===== src/rtl/tag_cmp_pkg.sv =====
// Shared types and helpers for the n-way tag comparator.
// Provides fallback values for the shared width defines, the FSM state enum,
// the tag-and-data (TAD) entry struct and bit-position helpers for the TAD layout.
// Optional feature macro used by the top: TAG_CMP_PERF_CNT_EN.

`ifndef AXI_ADDR_WIDTH
`define AXI_ADDR_WIDTH 32
`endif
`ifndef AXI_DATA_WIDTH
`define AXI_DATA_WIDTH 64
`endif
`ifndef AXI_ID_WIDTH
`define AXI_ID_WIDTH 4
`endif
`ifndef TAG_WIDTH
`define TAG_WIDTH 20
`endif
`ifndef BLANK_WIDTH
`define BLANK_WIDTH 2
`endif
`ifndef TAG_SIZE
`define TAG_SIZE 24
`endif
`ifndef INDEX_WIDTH
`define INDEX_WIDTH 6
`endif
`ifndef OFFSET_WIDTH
`define OFFSET_WIDTH 6
`endif
`ifndef TID_WIDTH
`define TID_WIDTH 8
`endif

package tag_cmp_pkg;

    // Controller states: idle, then one state per dispatch class.
    typedef enum logic [2:0] {
        ST_IDLE  = 3'd0,
        ST_RHIT  = 3'd1,
        ST_RMISS = 3'd2,
        ST_WHIT  = 3'd3,
        ST_WMISS = 3'd4
    } tag_cmp_state_e;

    localparam int DEF_TAG_WIDTH   = `TAG_WIDTH;
    localparam int DEF_BLANK_WIDTH = `BLANK_WIDTH;
    localparam int DEF_DATA_WIDTH  = `AXI_DATA_WIDTH;
    localparam int DEF_TAG_SIZE    = `TAG_SIZE;
    localparam int DEF_ENTRY_WIDTH = DEF_TAG_SIZE + DEF_DATA_WIDTH;
    localparam int PERF_CNT_WIDTH  = 32;

    // One way of a set as it arrives on the R channel (metadata above data).
    typedef struct packed {
        logic                       valid;
        logic                       dirty;
        logic [DEF_TAG_WIDTH-1:0]   tag;
        logic [DEF_BLANK_WIDTH-1:0] blank;
        logic [DEF_DATA_WIDTH-1:0]  data;
    } tad_entry_t;

    // Bit positions inside one TAD entry of width entry_w (metadata is MSB first).
    function automatic int tad_valid_bit(input int entry_w);
        return entry_w - 1;
    endfunction

    function automatic int tad_dirty_bit(input int entry_w);
        return entry_w - 2;
    endfunction

    function automatic int tad_tag_msb(input int entry_w);
        return entry_w - 3;
    endfunction

    // Build a TAD entry with zero padding.
    function automatic tad_entry_t tad_make(input logic valid, input logic dirty,
                                            input logic [DEF_TAG_WIDTH-1:0] tag,
                                            input logic [DEF_DATA_WIDTH-1:0] data);
        tad_entry_t e;
        e.valid = valid;
        e.dirty = dirty;
        e.tag   = tag;
        e.blank = '0;
        e.data  = data;
        return e;
    endfunction

endpackage


===== src/rtl/tag_compare_nway_way_sel.sv =====
// Combinational WAYS-wide tag match with priority encoders.
// Lowest matching way wins; lowest invalid way is reported for victim choice.
// multi_hit flags a set holding more than one matching way.

module tag_cmp_way_sel
    import tag_cmp_pkg::*;
#(
    parameter int WAYS      = 4,
    parameter int TAG_WIDTH = 20,
    parameter int WAY_WIDTH = $clog2(WAYS)
) (
    input  logic [WAYS-1:0]                valid,
    input  logic [WAYS-1:0][TAG_WIDTH-1:0] tags,
    input  logic [TAG_WIDTH-1:0]           req_tag,
    output logic                           hit,
    output logic [WAY_WIDTH-1:0]           hit_way,
    output logic                           any_invalid,
    output logic [WAY_WIDTH-1:0]           first_invalid_way,
    output logic                           multi_hit
);

    logic [WAYS-1:0] match;

    for (genvar w = 0; w < WAYS; w++) begin : g_match
        assign match[w] = valid[w] && (tags[w] == req_tag);
    end

    // More than one bit set in the match vector.
    assign multi_hit = |(match & (match - WAYS'(1)));

    // Scan from the top way down so the lowest index is the last one written.
    always_comb begin
        hit               = 1'b0;
        hit_way           = '0;
        any_invalid       = 1'b0;
        first_invalid_way = '0;
        for (int w = WAYS - 1; w >= 0; w--) begin
            if (match[w]) begin
                hit     = 1'b1;
                hit_way = WAY_WIDTH'(w);
            end
            if (!valid[w]) begin
                any_invalid       = 1'b1;
                first_invalid_way = WAY_WIDTH'(w);
            end
        end
    end

endmodule


===== src/rtl/tag_compare_nway.sv =====
// WAYS-way set-associative tag comparator for the DRAM cache controller.
// Pops one request from the tag FIFO together with one R beat carrying the whole
// set, then dispatches: read hit -> ROB, read miss -> AR (+AW/W write-back on a
// dirty victim), write hit/miss -> fill arbiter (+AW/W write-back on a dirty victim).
// Handshakes: an output write/transfer happens in a cycle where the wren/valid
// output is high; wren outputs are only raised when the matching afull is low,
// so a wren pulse is itself the commit, and fill commits when fill_valid_o &
// fill_ready_i. Input pops (rready_o, *_rden_o) are single-cycle accept pulses.
// Optional macro TAG_CMP_PERF_CNT_EN adds hit/miss/write-back counters.

module tag_compare_nway
    import tag_cmp_pkg::*;
#(
    parameter int ADDR_WIDTH   = `AXI_ADDR_WIDTH,
    parameter int DATA_WIDTH   = `AXI_DATA_WIDTH,
    parameter int ID_WIDTH     = `AXI_ID_WIDTH,
    parameter int TAG_SIZE     = `TAG_SIZE,
    parameter int TAG_WIDTH    = `TAG_WIDTH,
    parameter int BLANK_WIDTH  = `BLANK_WIDTH,
    parameter int INDEX_WIDTH  = `INDEX_WIDTH,
    parameter int OFFSET_WIDTH = `OFFSET_WIDTH,
    parameter int TID_WIDTH    = `TID_WIDTH,
    parameter int WAYS         = 4,
    parameter int WAY_WIDTH    = $clog2(WAYS)
) (
    input  logic                                       clk,
    input  logic                                       rst,
    input  logic [ID_WIDTH-1:0]                        rid_i,
    input  logic [WAYS*(TAG_SIZE+DATA_WIDTH)-1:0]      rdata_i,
    input  logic                                       rvalid_i,
    output logic                                       rready_o,
    input  logic                                       tag_fifo_aempty_i,
    output logic                                       tag_fifo_rden_o,
    input  logic [TID_WIDTH+ADDR_WIDTH:0]              tag_fifo_data_i,
    input  logic                                       wbuffer_aempty_i,
    output logic                                       wbuffer_rden_o,
    input  logic [DATA_WIDTH-1:0]                      wbuffer_data_i,
    input  logic                                       rob_afull_i,
    output logic                                       rob_wren_o,
    output logic [TID_WIDTH+DATA_WIDTH-1:0]            rob_data_o,
    input  logic                                       ar_fifo_afull_i,
    output logic                                       ar_fifo_wren_o,
    output logic [TID_WIDTH+WAY_WIDTH+ADDR_WIDTH-1:0]  ar_fifo_data_o,
    input  logic                                       aw_fifo_afull_i,
    output logic                                       aw_fifo_wren_o,
    output logic [ADDR_WIDTH-1:0]                      aw_fifo_data_o,
    input  logic                                       w_fifo_afull_i,
    output logic                                       w_fifo_wren_o,
    output logic [DATA_WIDTH-1:0]                      w_fifo_data_o,
    input  logic                                       fill_ready_i,
    output logic                                       fill_valid_o,
    output logic [WAY_WIDTH+ADDR_WIDTH+DATA_WIDTH-1:0] fill_data_o,
    output logic [2:0]                                 state_o
`ifdef TAG_CMP_PERF_CNT_EN
    ,
    output logic [PERF_CNT_WIDTH-1:0]                  hit_cnt_o,
    output logic [PERF_CNT_WIDTH-1:0]                  miss_cnt_o,
    output logic [PERF_CNT_WIDTH-1:0]                  wb_cnt_o
`endif
);

    localparam int E  = TAG_SIZE + DATA_WIDTH;
    localparam int LO = INDEX_WIDTH + OFFSET_WIDTH;

    tag_cmp_state_e state;
    logic [WAY_WIDTH-1:0] rr_ptr;
    logic hit_q;
    logic wb_q;

    // Per-way fields of the R beat.
    logic [WAYS-1:0]                 way_valid;
    logic [WAYS-1:0]                 way_dirty;
    logic [WAYS-1:0][TAG_WIDTH-1:0]  way_tag;
    logic [WAYS-1:0][DATA_WIDTH-1:0] way_data;

    for (genvar w = 0; w < WAYS; w++) begin : g_unpack
        assign way_valid[w] = rdata_i[w*E + tad_valid_bit(E)];
        assign way_dirty[w] = rdata_i[w*E + tad_dirty_bit(E)];
        assign way_tag[w]   = rdata_i[w*E + tad_tag_msb(E) -: TAG_WIDTH];
        assign way_data[w]  = rdata_i[w*E +: DATA_WIDTH];
    end

    // Request fields.
    logic                  req_write;
    logic [TID_WIDTH-1:0]  req_tid;
    logic [ADDR_WIDTH-1:0] req_addr;
    logic [TAG_WIDTH-1:0]  req_tag;

    assign {req_write, req_tid, req_addr} = tag_fifo_data_i;
    assign req_tag = req_addr[ADDR_WIDTH-1:LO];

    logic                 hit;
    logic [WAY_WIDTH-1:0] hit_way;
    logic                 any_invalid;
    logic [WAY_WIDTH-1:0] first_invalid_way;
    logic                 multi_hit;

    tag_cmp_way_sel #(
        .WAYS      (WAYS),
        .TAG_WIDTH (TAG_WIDTH),
        .WAY_WIDTH (WAY_WIDTH)
    ) u_way_sel (
        .valid             (way_valid),
        .tags              (way_tag),
        .req_tag           (req_tag),
        .hit               (hit),
        .hit_way           (hit_way),
        .any_invalid       (any_invalid),
        .first_invalid_way (first_invalid_way),
        .multi_hit         (multi_hit)
    );

    // Victim: first invalid way, else the round-robin pointer.
    logic [WAY_WIDTH-1:0]  victim_way;
    logic [WAY_WIDTH-1:0]  sel_way;
    logic                  victim_wb;
    logic [ADDR_WIDTH-1:0] victim_addr;

    assign victim_way  = any_invalid ? first_invalid_way : rr_ptr;
    assign sel_way     = hit ? hit_way : victim_way;
    assign victim_wb   = !hit && way_valid[victim_way] && way_dirty[victim_way];
    assign victim_addr = {way_tag[victim_way], req_addr[LO-1:0]};

    // Accept only in IDLE with a beat, a request and (for writes) write data.
    logic accept;
    assign accept = !rst && (state == ST_IDLE) && rvalid_i && !tag_fifo_aempty_i &&
                    (!req_write || !wbuffer_aempty_i);

    assign rready_o        = accept;
    assign tag_fifo_rden_o = accept;
    assign wbuffer_rden_o  = accept && req_write;

    // Output strobes from the current state and downstream back-pressure.
    logic rob_we, ar_we, aw_we, w_we, fill_v, commit;

    always_comb begin
        rob_we = 1'b0;
        ar_we  = 1'b0;
        aw_we  = 1'b0;
        w_we   = 1'b0;
        fill_v = 1'b0;
        case (state)
            ST_RHIT: rob_we = !rob_afull_i;
            ST_RMISS: begin
                if (wb_q) begin
                    ar_we = !(ar_fifo_afull_i || aw_fifo_afull_i || w_fifo_afull_i);
                    aw_we = ar_we;
                    w_we  = ar_we;
                end else begin
                    ar_we = !ar_fifo_afull_i;
                end
            end
            ST_WHIT: fill_v = 1'b1;
            ST_WMISS: begin
                if (wb_q) begin
                    // Fill and write-back commit together.
                    fill_v = !aw_fifo_afull_i && !w_fifo_afull_i;
                    aw_we  = fill_v && fill_ready_i;
                    w_we   = fill_v && fill_ready_i;
                end else begin
                    fill_v = 1'b1;
                end
            end
            default: ;
        endcase
    end

    assign rob_wren_o     = rob_we;
    assign ar_fifo_wren_o = ar_we;
    assign aw_fifo_wren_o = aw_we;
    assign w_fifo_wren_o  = w_we;
    assign fill_valid_o   = fill_v;
    assign commit         = rob_we || ar_we || (fill_v && fill_ready_i);
    assign state_o        = 3'(state);

    // FSM, round-robin pointer and payload capture on accept.
    always_ff @(posedge clk or posedge rst) begin
        if (rst) begin
            state          <= ST_IDLE;
            rr_ptr         <= '0;
            hit_q          <= 1'b0;
            wb_q           <= 1'b0;
            rob_data_o     <= '0;
            ar_fifo_data_o <= '0;
            aw_fifo_data_o <= '0;
            w_fifo_data_o  <= '0;
            fill_data_o    <= '0;
        end else begin
            case (state)
                ST_IDLE: begin
                    if (accept) begin
                        hit_q          <= hit;
                        wb_q           <= victim_wb;
                        rob_data_o     <= {req_tid, way_data[hit_way]};
                        ar_fifo_data_o <= {req_tid, sel_way, req_addr};
                        aw_fifo_data_o <= victim_addr;
                        w_fifo_data_o  <= way_data[victim_way];
                        fill_data_o    <= {sel_way, req_addr, wbuffer_data_i};
                        if (!hit && !any_invalid) begin
                            rr_ptr <= rr_ptr + WAY_WIDTH'(1);
                        end
                        if (req_write) begin
                            state <= hit ? ST_WHIT : ST_WMISS;
                        end else begin
                            state <= hit ? ST_RHIT : ST_RMISS;
                        end
                    end
                end
                default: begin
                    if (commit) begin
                        state <= ST_IDLE;
                    end
                end
            endcase
        end
    end

`ifdef TAG_CMP_PERF_CNT_EN
    // Saturating hit/miss/write-back counters, stepped in commit cycles.
    always_ff @(posedge clk or posedge rst) begin
        if (rst) begin
            hit_cnt_o  <= '0;
            miss_cnt_o <= '0;
            wb_cnt_o   <= '0;
        end else if (commit) begin
            if (hit_q && (hit_cnt_o != '1)) begin
                hit_cnt_o <= hit_cnt_o + 32'd1;
            end
            if (!hit_q && (miss_cnt_o != '1)) begin
                miss_cnt_o <= miss_cnt_o + 32'd1;
            end
            if (wb_q && (wb_cnt_o != '1)) begin
                wb_cnt_o <= wb_cnt_o + 32'd1;
            end
        end
    end
`endif

    // R ID and metadata padding carry no meaning here.
    logic unused_sink;
    assign unused_sink = ^{rid_i, rdata_i, hit_q};

    // Flag a set whose tag store holds the requested tag in more than one way.
    always @(posedge clk) begin
        if (!rst && accept) begin
            assert (!multi_hit) else $error("tag_compare_nway: multiple ways hit");
        end
    end

endmodule

===== config.mk =====
export PLATFORM = sky130hd
export DESIGN_NAME = tag_compare_nway
export DESIGN_NICKNAME = d
export VERILOG_FILES = /design/src/rtl/tag_cmp_pkg.sv /design/src/rtl/tag_compare_nway_way_sel.sv /design/src/rtl/tag_compare_nway.sv
export SDC_FILE = /design/constraint.sdc
export NUM_CORES = 1
export LEC_CHECK = 0
export CAP_MARGIN = 20
export CORE_AREA = 3 3 304 306
export DETAILED_ROUTE_END_ITERATION = 10
export DIE_AREA = 0 0 307 309
export PLACE_DENSITY = 0.41
export SYNTH_ARGS = -nofsm -noshare
export SYNTH_HDL_FRONTEND = slang
export SYNTH_SLANG_ARGS = --single-unit

===== constraint.sdc =====
create_clock -name clk -period 12.1 [get_ports clk]
set_input_delay 2.42 -clock clk [delete_from_list [all_inputs] [get_ports clk]]
set_output_delay 2.42 -clock clk [all_outputs]
set_load 0.01 [all_outputs]

* Word level (Yosys, flattened, before mapping) *
Index checks and enable logic that the tools add are counted.
W data, S select, Z words.

word-level totals
  output and inout bits = 319
  flip-flop bits (word level) = 314
  word-level logic and storage cells = 98
  bits of input ports = 471

cells by class
  equal/unequal tests = 9
  add/sub/neg operators = 1
  multiplexer cells = 42
  reductions and logical operators = 36
  order comparisons = 2

operators with widths
  cell                   count
  $bmux W64 S2           2
  $mux W64               2
  $eq A20 B20 Y1         4
  $bmux W20 S2           1
  $mux W2                11
  $mux W20               1
  $mux W1                16
  $logic_and A1 B1 Y1    15
  $mux W3                5
  $logic_not A1 Y1       11
  $eq A3 B2 Y1 const B   2
  $lt A2 B3 Y1 const B   2
  $logic_or A1 B1 Y1     5
  $bmux W1 S2            2
  $pmux W1 S2            2
  $reduce_and A2 Y1      2
  $eq A3 B1 Y1 const B   1
  $eq A3 B3 Y1 const B   1
  $logic_not A3 Y1       1
  $reduce_and A3 Y1      1
  $add A2 B1 Y2 const B  1
  $ne A2 B2 Y1 const B   1
  $reduce_bool A2 Y1     1

* Longest topological paths before layout *
Gate-level depths: netlist of the first run.

  depth in word-level cells = 10
  depth in mapped cells = 10
  depth with buffers taken out = 8

* Modules after synthesis *
A second synthesis of the first run with hierarchy kept.

second synthesis, totals
  cell total of the unflattened synthesis = 949
  area, all modules = 14831.7 µm²

by module, submodules not included
  module            seq. area each (µm²)  cells each  area an instance (µm²)  times used
  tag_compare_nway  6506.2                825         13815.8                 1
  tag_cmp_way_sel   0.0                   124         1016.0                  1

* Worst setup path before layout of the first run *
OpenSTA, ideal clock, no wires.

  path kind = input port to output port
  start point = input rst
  end point = output tag_fifo_rden_o
  cell stages on the path = 6
  arrival = 3.838 ns
  slack = 5.842 ns
  required time = 9.680 ns
  path through = nor4b_1 > nand2_1 > inv_2 > clkbuf_1 > clkbuf_1 > buf_4

on the way
  cells in the longest elaborated chain, start to end = 5

ends and longest elaborated chain
  element                            RTL line                 text
  start: declaration                 tag_compare_nway.sv:27   input logic rst,
  $logic_not A1 Y1                   -
  $logic_and A1 B1 Y1 (4 in series)  tag_compare_nway.sv:126  assign accept = !rst && (state == ST_IDLE) && rvalid_i && !tag_fifo_aempty_i &&
  end: declaration                   tag_compare_nway.sv:33   output logic tag_fifo_rden_o,

Every way passes these cells.

* Worst setup path in the final report of the first run *
  start point = input rst
  end point = output rready_o

on the way
  cells in the longest elaborated chain, start to end = 5

ends and longest elaborated chain
  element                            RTL line                 text
  $logic_not A1 Y1                   -
  $logic_and A1 B1 Y1 (4 in series)  tag_compare_nway.sv:126
  end: declaration                   tag_compare_nway.sv:31   output logic rready_o,

Every way passes these cells.

==> results of run 1 <==
[per-layer routing]
| layer | global-route usage, % | wire (µm) | vias up |
|---|---|---|---|
| met5 | 0 | 59 | - |
| met4 | 5.19 | 2210 | 8 |
| met3 | 4.42 | 5720 | 110 |
| met2 | 26.9 | 38100 | 574 |
| met1 | 18.5 | 30800 | 7127 |
| li1 | - | - | 6587 |
[critical path, stage by stage]
cell and delay, ps:
clkdlybuf4s50_1 550, nor4b_1 660, nand2_4 430, inv_6 440, clkdlybuf4s50_1 620
[worst max-delay path by stage]
stage               startpoint                             to  slack (ps)  cells past startpoint
floorplan                  rst  ar_fifo_data_o[0]$_DFFE_PP0P_        2520                      1
global placement           rst                       rready_o        4500                      5
detailed placement         rst                tag_fifo_rden_o        4470                      5
CTS                        rst                tag_fifo_rden_o        4460                      5
global route               rst                       rready_o        4340                      5
finish                     rst                       rready_o        4490                      5
[flip-flops by register name, summed over array words and instances, names as in the netlist]
name            cells
ar_fifo_data_o     34
aw_fifo_data_o     20
w_fifo_data_o      64
fill_data_o        64
state_o             3
wb_q                1
rob_data_o         72
rr_ptr              2
[through the flow]
stage	utilization, %	power, mW	cell area (µm²)
finish	27.7	4.98	24900
global route	27.7	5.29	24900
CTS	27.7	5.08	24900
detailed placement	26.2	3.85	23600
global placement	26.2	3.84	23600
floorplan	-	2.44	15200
[synthesized netlist by cell type, drive strengths merged (2+ instances only)]
master | n | area (µm²)
a211oi | 3 | 27.5
a22o | 2 | 17.5
a31oi | 3 | 18.8
and2 | 2 | 12.5
and3 | 3 | 18.8
buf | 110 | 816
clkbuf | 60 | 229
dfrtp | 260 | 6510
inv | 4 | 15.0
mux2i | 129 | 1290
mux4 | 84 | 1890
nand2 | 642 | 2410
nand2b | 2 | 12.5
nand3 | 9 | 55.1
nand4 | 17 | 106
nand4b | 2 | 17.5
nor2 | 9 | 41.3
nor2b | 2 | 20.0
nor3 | 5 | 25.0
nor4 | 16 | 106
nor4b | 5 | 50.0
o21ai | 8 | 51.3
o221ai | 64 | 561
xnor2 | 42 | 398
xor2 | 40 | 350
[cell usage in the layout, fill, tap and decap left out, drive strengths merged, types with 2 or more instances in the layout]
master,Yosys,routed
buf,110,17
nand4b,2,2
a211oi,3,3
nand2,642,642
inv,4,5
dfrtp,260,260
mux2i,129,129
bufinv,0,3
o221ai,64,64
o21ai,8,8
xor2,40,40
nand4,17,17
and3,3,3
nand3,9,9
and2,2,2
nor4,16,16
nor2,9,9
xnor2,42,42
a22o,2,2
clkinvlp,0,4
nor4b,5,5
clkbuf,60,52
a31oi,3,3
diode,0,13
clkinv,0,9
mux4,84,84
nand2b,2,2
nor2b,2,2
nor3,5,5
clkdlybuf4s50,0,777
[cell type report]
type | instances | area (µm²)
Fill cell | 9486 | 65000
Timing Repair Buffer | 794 | 7920
Multi-Input combinational cell | 1104 | 7640
Sequential cell | 260 | 6510
Tap cell | 1176 | 1470
Clock buffer | 52 | 1140
Clock inverter | 17 | 178
Antenna cell | 13 | 32.5
Inverter | 4 | 27.5
[cells by family after synthesis]
group,after synthesis,share of synthesized area [%]
AND/OR/NAND/NOR,720,19.3
flip-flops,260,42.9
multiplexers,213,21.0
buffers and inverters,174,6.98
AO/OA/AOI/OAI,88,4.86
XOR/XNOR,82,4.93
adder cells (fa/ha/maj),1,0.0824
[power groups by stage]
stage	registers [mW]	logic [mW]	clock network, mW
2_1_floorplan	1.74	0.696	0
3_3_place_gp	1.58	2.26	0
3_5_place_dp	1.59	2.25	0
4_1_cts	1.59	2.26	1.23
5_1_grt	1.64	2.39	1.26
6_report	1.58	2.22	1.18
==> results.yml, run 1 <==
synthesis:
  syn_nets: 2010
  seq_area_frac_synth_pct: 42.9
  synth_top_flop_cell: "dfrtp_1"
  synthArstFlopShare_pct: 100
  ys_ff_latch: 260
  synth_warnings: 0
  syn_area_per_cell_um2: 9.87
  syn_inst: 1538
  ys_types: 55
  syn_area_um2: 15200
  synth_edf_count: 0
power:
  pwr-share-seq_pct: 31.8
  p_comb_share_pct: 44.6
  power_density_nw_per_um2: 200
  intPower_mw: 3.26
  vdd_drop_max_mv: 0.124
  pwr-share-clk_pct: 23.6
  netSwitchingFraction_pct: 34.5
  p_sw_mw: 1.72
  power_leakage_nw: 11.2
sta:
  rsz0062_at_grt: "no"
  fin_crit_sh_pct: 62.9
  period_minus_slack_ps: 7610
  holdWs_ps: 470
  finalSetupViolCount: 0
  hold_viol_final: 0
  timing.final.ws_setup_ps: 4490
  worstMarginPinSlew_ps: 1120
  slew_headroom_pct: 25.2
  max_clock_freq_mhz: 131
  tns_ps: 0
  finClkSkew_ps: 14.7
  slew_violations: 0
detailed_routing:
  drc: 0
  wl_um: 76900
  drt-wirelength-per-cell_um: 22.5
  via_count: 14400
  drt_iter0_drc: 811
  dr.pass1.iters: 5
  ant_nets: 0
  routed_via_density: 4.21
layout:
  area_delta_synth_final_pct: 64.1
  final_nets: 2675
  layout-drive-gt1-share_pct: 8.34
  fin_cells: 3420
cts:
  numCtsBuffers: 39
  post-cts-setup-buffers: 0
  h-tree-depth: 2
  path_clk_slew_ps: 50
  cts_tree: "yes"
  root_buffer: "clkbuf_16"
  cts_resized: 0
  cts_hold_buf: 0
  insertion_delay_ps: 540
  cts_buffer_depth: 3
  clkSinkCount: 260
placement:
  detailedPlacementHpwl_um: 57900
  placed_cells: 3338
  port_buffers: 777
  gp_congestion: 0.858
  dp_worst_setup_slack_ps: 4470
run:
  drv_cap: 0
die:
  row_count: 110
  initial_utilization_pct: 16.9
  die_x_um: 307
  die_area_um2: 94900
  ios: 790
  die_h_um: 309
  core_area_um2: 89900
outcome:
  outcome: "complete, no violations"
worst_setup_path:
  end_kind: "primary output"
  worstReg2RegEnd: "w_fifo_data_o[47]$_DFFE_PP0P_"
  worstPathArrival_ps: 5190
  cp_max_fo: 41
  cp-start-kind: "input pin"
  reg2reg_depth: 8
  required_ps: 9680
  critical_path_class: "in -> out"
  reg2reg_from: "rr_ptr[0]$_DFFE_PP0P_"
  r2r_slack_ps: 8420
global_routing:
  antenna_found_initial: 20
  grt_max_degree: 157
  grt.overflow.total: 0
  first_global_vias: 15400
  track_usage_pct: 15.5
  grt_pass1_wl_um: 110000
min_path:
  holdPathStages: 2
  hold_end: "fill_data_o[36]$_DFFE_PP0P_"
  holdCritPathClass: "reg -> reg"
  min_from: "fill_data_o[36]$_DFFE_PP0P_"
Note: power is estimated with default switching activity, not from simulation.
==> inputs of run 2 (changes only) <==
--- a/config.mk
+++ b/config.mk
@@ -6,9 +6,9 @@
 export NUM_CORES = 1
 export LEC_CHECK = 0
 export CAP_MARGIN = 20
-export CORE_AREA = 3 3 304 306
+export CORE_AREA = 3 3 311 313
 export DETAILED_ROUTE_END_ITERATION = 10
-export DIE_AREA = 0 0 307 309
+export DIE_AREA = 0 0 314 316
 export PLACE_DENSITY = 0.41
 export SYNTH_ARGS = -nofsm -noshare
 export SYNTH_HDL_FRONTEND = slang
==> constraint.sdc (replaced) <==
create_clock -name clk -period 6.76 [get_ports clk]
set_input_delay 1.352 -clock clk [delete_from_list [all_inputs] [get_ports clk]]
set_output_delay 1.352 -clock clk [all_outputs]
set_load 0.01 [all_outputs]
==> run 2 against run 1 <==
  * Cell count up 2.5%
  * Flip-flop and latch count did not move
  * Clock skew is 2.9 ps lower
  * Total power is 77% higher
  * Global-route usage down 0.58 points
  * Combinational power rose by 79%
  * Routed wire length grew 0.76%
  * Cell area increased by 0.37%
  * Via count about the same
  * Highest routed layer unchanged
==> results.yml, run 2 (synthesis results as in run 1) <==
cts:
  post-cts-setup-buffers: 0
  cts_tree: "yes"
  insertion_delay_ps: 540
  cts_buffer_depth: 3
  clkSinkCount: 260
  h-tree-depth: 2
  numCtsBuffers: 38
  path_clk_slew_ps: 50
  cts_resized: 0
  root_buffer: "clkbuf_16"
  cts_hold_buf: 0
global_routing:
  antenna_found_initial: 21
  grt_max_degree: 120
  track_usage_pct: 14.9
  first_global_vias: 15500
  grt.overflow.total: 0
  grt_pass1_wl_um: 110000
min_path:
  min_from: "fill_data_o[46]$_DFFE_PP0P_"
  holdCritPathClass: "reg -> reg"
  holdPathStages: 2
  hold_end: "fill_data_o[46]$_DFFE_PP0P_"
layout:
  layout_common_cells: "777 x clkdlybuf4s50_1, 640 x nand2_1, 260 x dfrtp_1"
  fin_cells: 3504
  largest_reg_flops: 72
  area_delta_synth_final_pct: 64.8
  largest_register: "rob_data_o"
  final_nets: 2675
  final_common_cell: "clkdlybuf4s50_1"
  reg_top3: "rob_data_o (72), fill_data_o (64), w_fifo_data_o (64)"
  layout-drive-gt1-share_pct: 7.96
  nFillCells: 9938
detailed_routing:
  via_count: 14400
  drt-wirelength-per-cell_um: 22.1
  wl_um: 77500
  highest_layer: "met5"
  drc: 0
  drt_iter0_drc: 654
  dr.pass1.iters: 7
  ant_nets: 0
  routed_via_density: 4.11
  met1Wirelength_um: 30500
  met3_length_um: 6270
  wl_met2_um: 38000
sta:
  rsz0062_at_grt: "no"
  holdWs_ps: 470
  fin_crit_sh_pct: 78.7
  finClkSkew_ps: 11.9
  max_clock_freq_mhz: 188
  worstMarginPinSlew_ps: 1030
  period_minus_slack_ps: 5320
  hold_viol_final: 0
  finalSetupViolCount: 0
  slew_headroom_pct: 31.2
  slew_violations: 0
  tns_ps: 0
run:
  drv_cap: 0
worst_setup_path:
  worstReg2RegEnd: "rob_data_o[9]$_DFFE_PP0P_"
  reg2reg_depth: 6
  cp-start-kind: "input pin"
  reg2reg_from: "state_o[0]$_DFFE_PP0P_"
  required_ps: 5410
  critPathLaunch: "rst"
  end_kind: "primary output"
  critical_path_class: "in -> out"
  r2r_slack_ps: 3250
  worstPathArrival_ps: 3970
  cp_max_fo: 49
die:
  core_area_um2: 94600
  ios: 790
  initial_utilization_pct: 16.0
  row_count: 113
  die_h_um: 316
  die_x_um: 314
  die_area_um2: 99200
power:
  vdd_drop_max_mv: 0.125
  power_density_nw_per_um2: 352
  power_leakage_nw: 11.2
placement:
  detailedPlacementHpwl_um: 59500
  gp_congestion: 0.891
  port_buffers: 777
  placed_cells: 3428
outcome:
  outcome: "complete, no violations"
## run 2: how the worst max path moves through the flow
stage | slack, ps | cells past startpoint | endpoint
floorplan | 1980 | 1 | ar_fifo_data_o[0]$_DFFE_PP0P_
global placement | 1430 | 5 | tag_fifo_rden_o
detailed placement | 1440 | 5 | rready_o
CTS | 1420 | 5 | rready_o
global route | 1360 | 5 | tag_fifo_rden_o
finish | 1440 | 5 | rready_o
## run 2: power breakdown
part	internal (mW)	leakage, nW	switching, mW
combinational	2.23	7.38	1.75
sequential	2.31	3.25	0.515
clock	1.20	0.591	0.777
total	5.75	11.2	3.04
## run 2: area by class of cell
| cell class | instances | area [µm²] | share of cell area [%] |
|---|---|---|---|
| repair buffers | 795 | 8010 | 32.0 |
| diodes | 15 | 37.5 | 0.150 |
| multi-input cells | 1104 | 7640 | 30.6 |
| clock inverters | 9 | 105 | 0.420 |
| inverters | 4 | 23.8 | 0.0951 |
| well taps | 1265 | 1580 | 6.33 |
| clock buffers | 52 | 1090 | 4.38 |
| flip-flops and latches | 260 | 6510 | 26.0 |
## run 2: worst max-delay path, stage by stage
cell	delay [ps]
clkdlybuf4s50_1	470
nor4b_1	570
nand2_4	370
inv_6	480
clkdlybuf4s50_1	640
## run 2: per-stage QoR
step	power (mW)	instance area, µm²	utilization (%)	setup WS [ps]
floorplan	4.36	15200	-	1980
global placement	6.88	23800	25.1	1430
detailed placement	6.89	23800	25.1	1440
CTS	8.97	25000	26.4	1420
global route	9.36	25000	26.4	1360
finish	8.79	25000	26.4	1440
## run 2: routing by layer
layer,vias to the layer above,global-route usage [%]
met5,-,0
met4,8,6.08
met3,112,4.75
met2,573,25.4
met1,7131,17.4
li1,6586,-
==> inputs of run 3 (changes only) <==
--- a/config.mk
+++ b/config.mk
@@ -6,9 +6,9 @@
 export NUM_CORES = 1
 export LEC_CHECK = 0
 export CAP_MARGIN = 20
-export CORE_AREA = 3 3 311 313
+export CORE_AREA = 3 3 304 306
 export DETAILED_ROUTE_END_ITERATION = 10
-export DIE_AREA = 0 0 314 316
+export DIE_AREA = 0 0 307 309
 export PLACE_DENSITY = 0.41
 export SYNTH_ARGS = -nofsm -noshare
 export SYNTH_HDL_FRONTEND = slang
==> constraint.sdc (replaced) <==
create_clock -name clk -period 5.3 [get_ports clk]
set_input_delay 1.06 -clock clk [delete_from_list [all_inputs] [get_ports clk]]
set_output_delay 1.06 -clock clk [all_outputs]
set_load 0.01 [all_outputs]
==> run 3 against run 2 <==
  * Cell count is 2.5% lower
  * Cell area down 0.33%
  * Combinational power grew 28%
  * Clock power rose by 24%
==> results.yml, run 3 (synthesis results as in run 1) <==
cts:
  root_buffer: "clkbuf_16"
  cts_tree: "yes"
  cts_hold_buf: 0
  insertion_delay_ps: 550
  h-tree-depth: 2
  cts_buffer_depth: 3
  clkSinkCount: 260
  post-cts-setup-buffers: 0
  cts_resized: 0
  numCtsBuffers: 37
  path_clk_slew_ps: 60
die:
  initial_utilization_pct: 16.9
  core_area_um2: 89900
  ios: 790
  die_x_um: 307
  row_count: 110
  die_area_um2: 94900
  die_h_um: 309
power:
  power_density_nw_per_um2: 449
  vdd_drop_max_mv: 0.192
  power_leakage_nw: 11.3
worst_setup_path:
  cpPeakStageDelay_ps: 610
  cp_max_fo: 12
  critPathBufInv: 3
  end_kind: "primary output"
  crit_family: "buffers and inverters"
  cp-start-kind: "input pin"
  critical_path_class: "in -> out"
  crit_path_cell_trace: "clkdlybuf4s50_1 > nor4b_1 > nand2_4 > inv_6 > clkdlybuf4s50_1"
  worstPathArrival_ps: 3220
  crit_top_cell: "clkdlybuf4s50_1"
  required_ps: 4240
  cp_slowest_cell: "nor4b_1"
placement:
  port_buffers: 777
  gp_congestion: 0.845
  detailedPlacementHpwl_um: 59000
layout:
  final_nets: 2680
  layout-drive-gt1-share_pct: 8.07
  final_common_cell: "clkdlybuf4s50_1"
  largest_register: "rob_data_o"
  largest_reg_flops: 72
  fin_util_pct: 27.7
  area_delta_synth_final_pct: 64.2
  reg_top3: "rob_data_o (72), fill_data_o (64), w_fifo_data_o (64)"
  layout_common_cells: "777 x clkdlybuf4s50_1, 640 x nand2_1, 260 x dfrtp_1"
global_routing:
  first_global_vias: 15100
  grt.met1_usage_pct: 18.6
  grt_use_met2_pct: 27.1
  track_usage_pct: 15.6
  grt.overflow.total: 0
  grt_max_degree: 130
  grt_pass1_wl_um: 109000
  gr-usage-met3_pct: 4.66
  antenna_found_initial: 10
  grt.busiest_layer: "met2"
detailed_routing:
  via_count: 14400
  wl_um: 77500
  ant_nets: 0
  drt_iter0_drc: 827
  dr.pass1.iters: 5
  drt-wirelength-per-cell_um: 22.7
  routed_via_density: 4.21
  drc: 0
sta:
  slew_violations: 0
  rsz0062_at_grt: "no"
  worstMarginPinSlew_ps: 971
  tns_ps: 0
  finalSetupViolCount: 0
  finClkSkew_ps: 12.9
  slew_headroom_pct: 35.3
  period_minus_slack_ps: 4280
  hold_viol_final: 0
  fin_crit_sh_pct: 80.8
  max_clock_freq_mhz: 234
min_path:
  holdCritPathClass: "reg -> reg"
run:
  drv_cap: 0
outcome:
  outcome: "complete, no violations"
[run 3: cell types whose count changed in the layout (fill, tap and decap cells not counted)]
cell,previous run,this run
clkbuf_8,7,6
buf_12,8,11
clkbuf_1,6,10
buf_4,10,13
diode_2,15,9
inv_6,3,2
bufinv_16,2,1
[run 3: tightest hold or removal path, delay by kind of cell (launching register included)]
kind,cells,cell delay (ps)
DFF,1,330
and+or+nand+nor,2,110
[run 3: per-stage QoR]
stage	hold slack [ps]	power [mW]	worst slack, ps	instances	area (µm²)
after floorplan	467	5.56	812	1538	15200
after global placement	457	8.82	937	3345	23700
after detailed placement	461	8.84	904	3345	23700
after CTS	475	11.4	1010	3407	24900
after global routing	490	11.9	955	3414	24900
final	470	11.2	1020	3416	24900
[run 3: worst paths after layout]
path / start / slack [ps] / cells past startpoint / end
setup / recovery: rst / 1020 / 5 / rready_o
hold / removal: w_fifo_data_o[10]$_DFFE_PP0P_ / 470 / 2 / w_fifo_data_o[10]$_DFFE_PP0P_
setup reg to reg: state_o[0]$_DFFE_PP0P_ / 2180 / 7 / ar_fifo_data_o[32]$_DFFE_PP0P_
hold reg to reg: w_fifo_data_o[10]$_DFFE_PP0P_ / 470 / 2 / w_fifo_data_o[10]$_DFFE_PP0P_
max in group asynchronous: rst / 3200 / 3 / aw_fifo_data_o[17]$_DFFE_PP0P_
min in group asynchronous: rst / 1010 / 2 / rob_data_o[46]$_DFFE_PP0P_
[run 3: cell type report]
cell class	count	area [µm²]
tap	1176	1470
timing repair buffer	801	8100
inverter	4	23.8
clock inverter	7	66.3
multi-input combinational	1104	7640
sequential	260	6510
antenna	9	22.5
fill	9495	65000
clock buffer	55	1100
[run 3: power by group]
| part | internal (mW) | switching, mW |
|---|---|---|
| Sequential | 2.95 | 0.662 |
| Combinational | 2.85 | 2.25 |
| Clock | 1.47 | 0.992 |
[run 3: metal layers]
metal  up-vias  wire length, µm
li1       6587                -
met1      7122            30900
met2       570            38800
met3        83             6050
met4         4             1780
met5         -               34
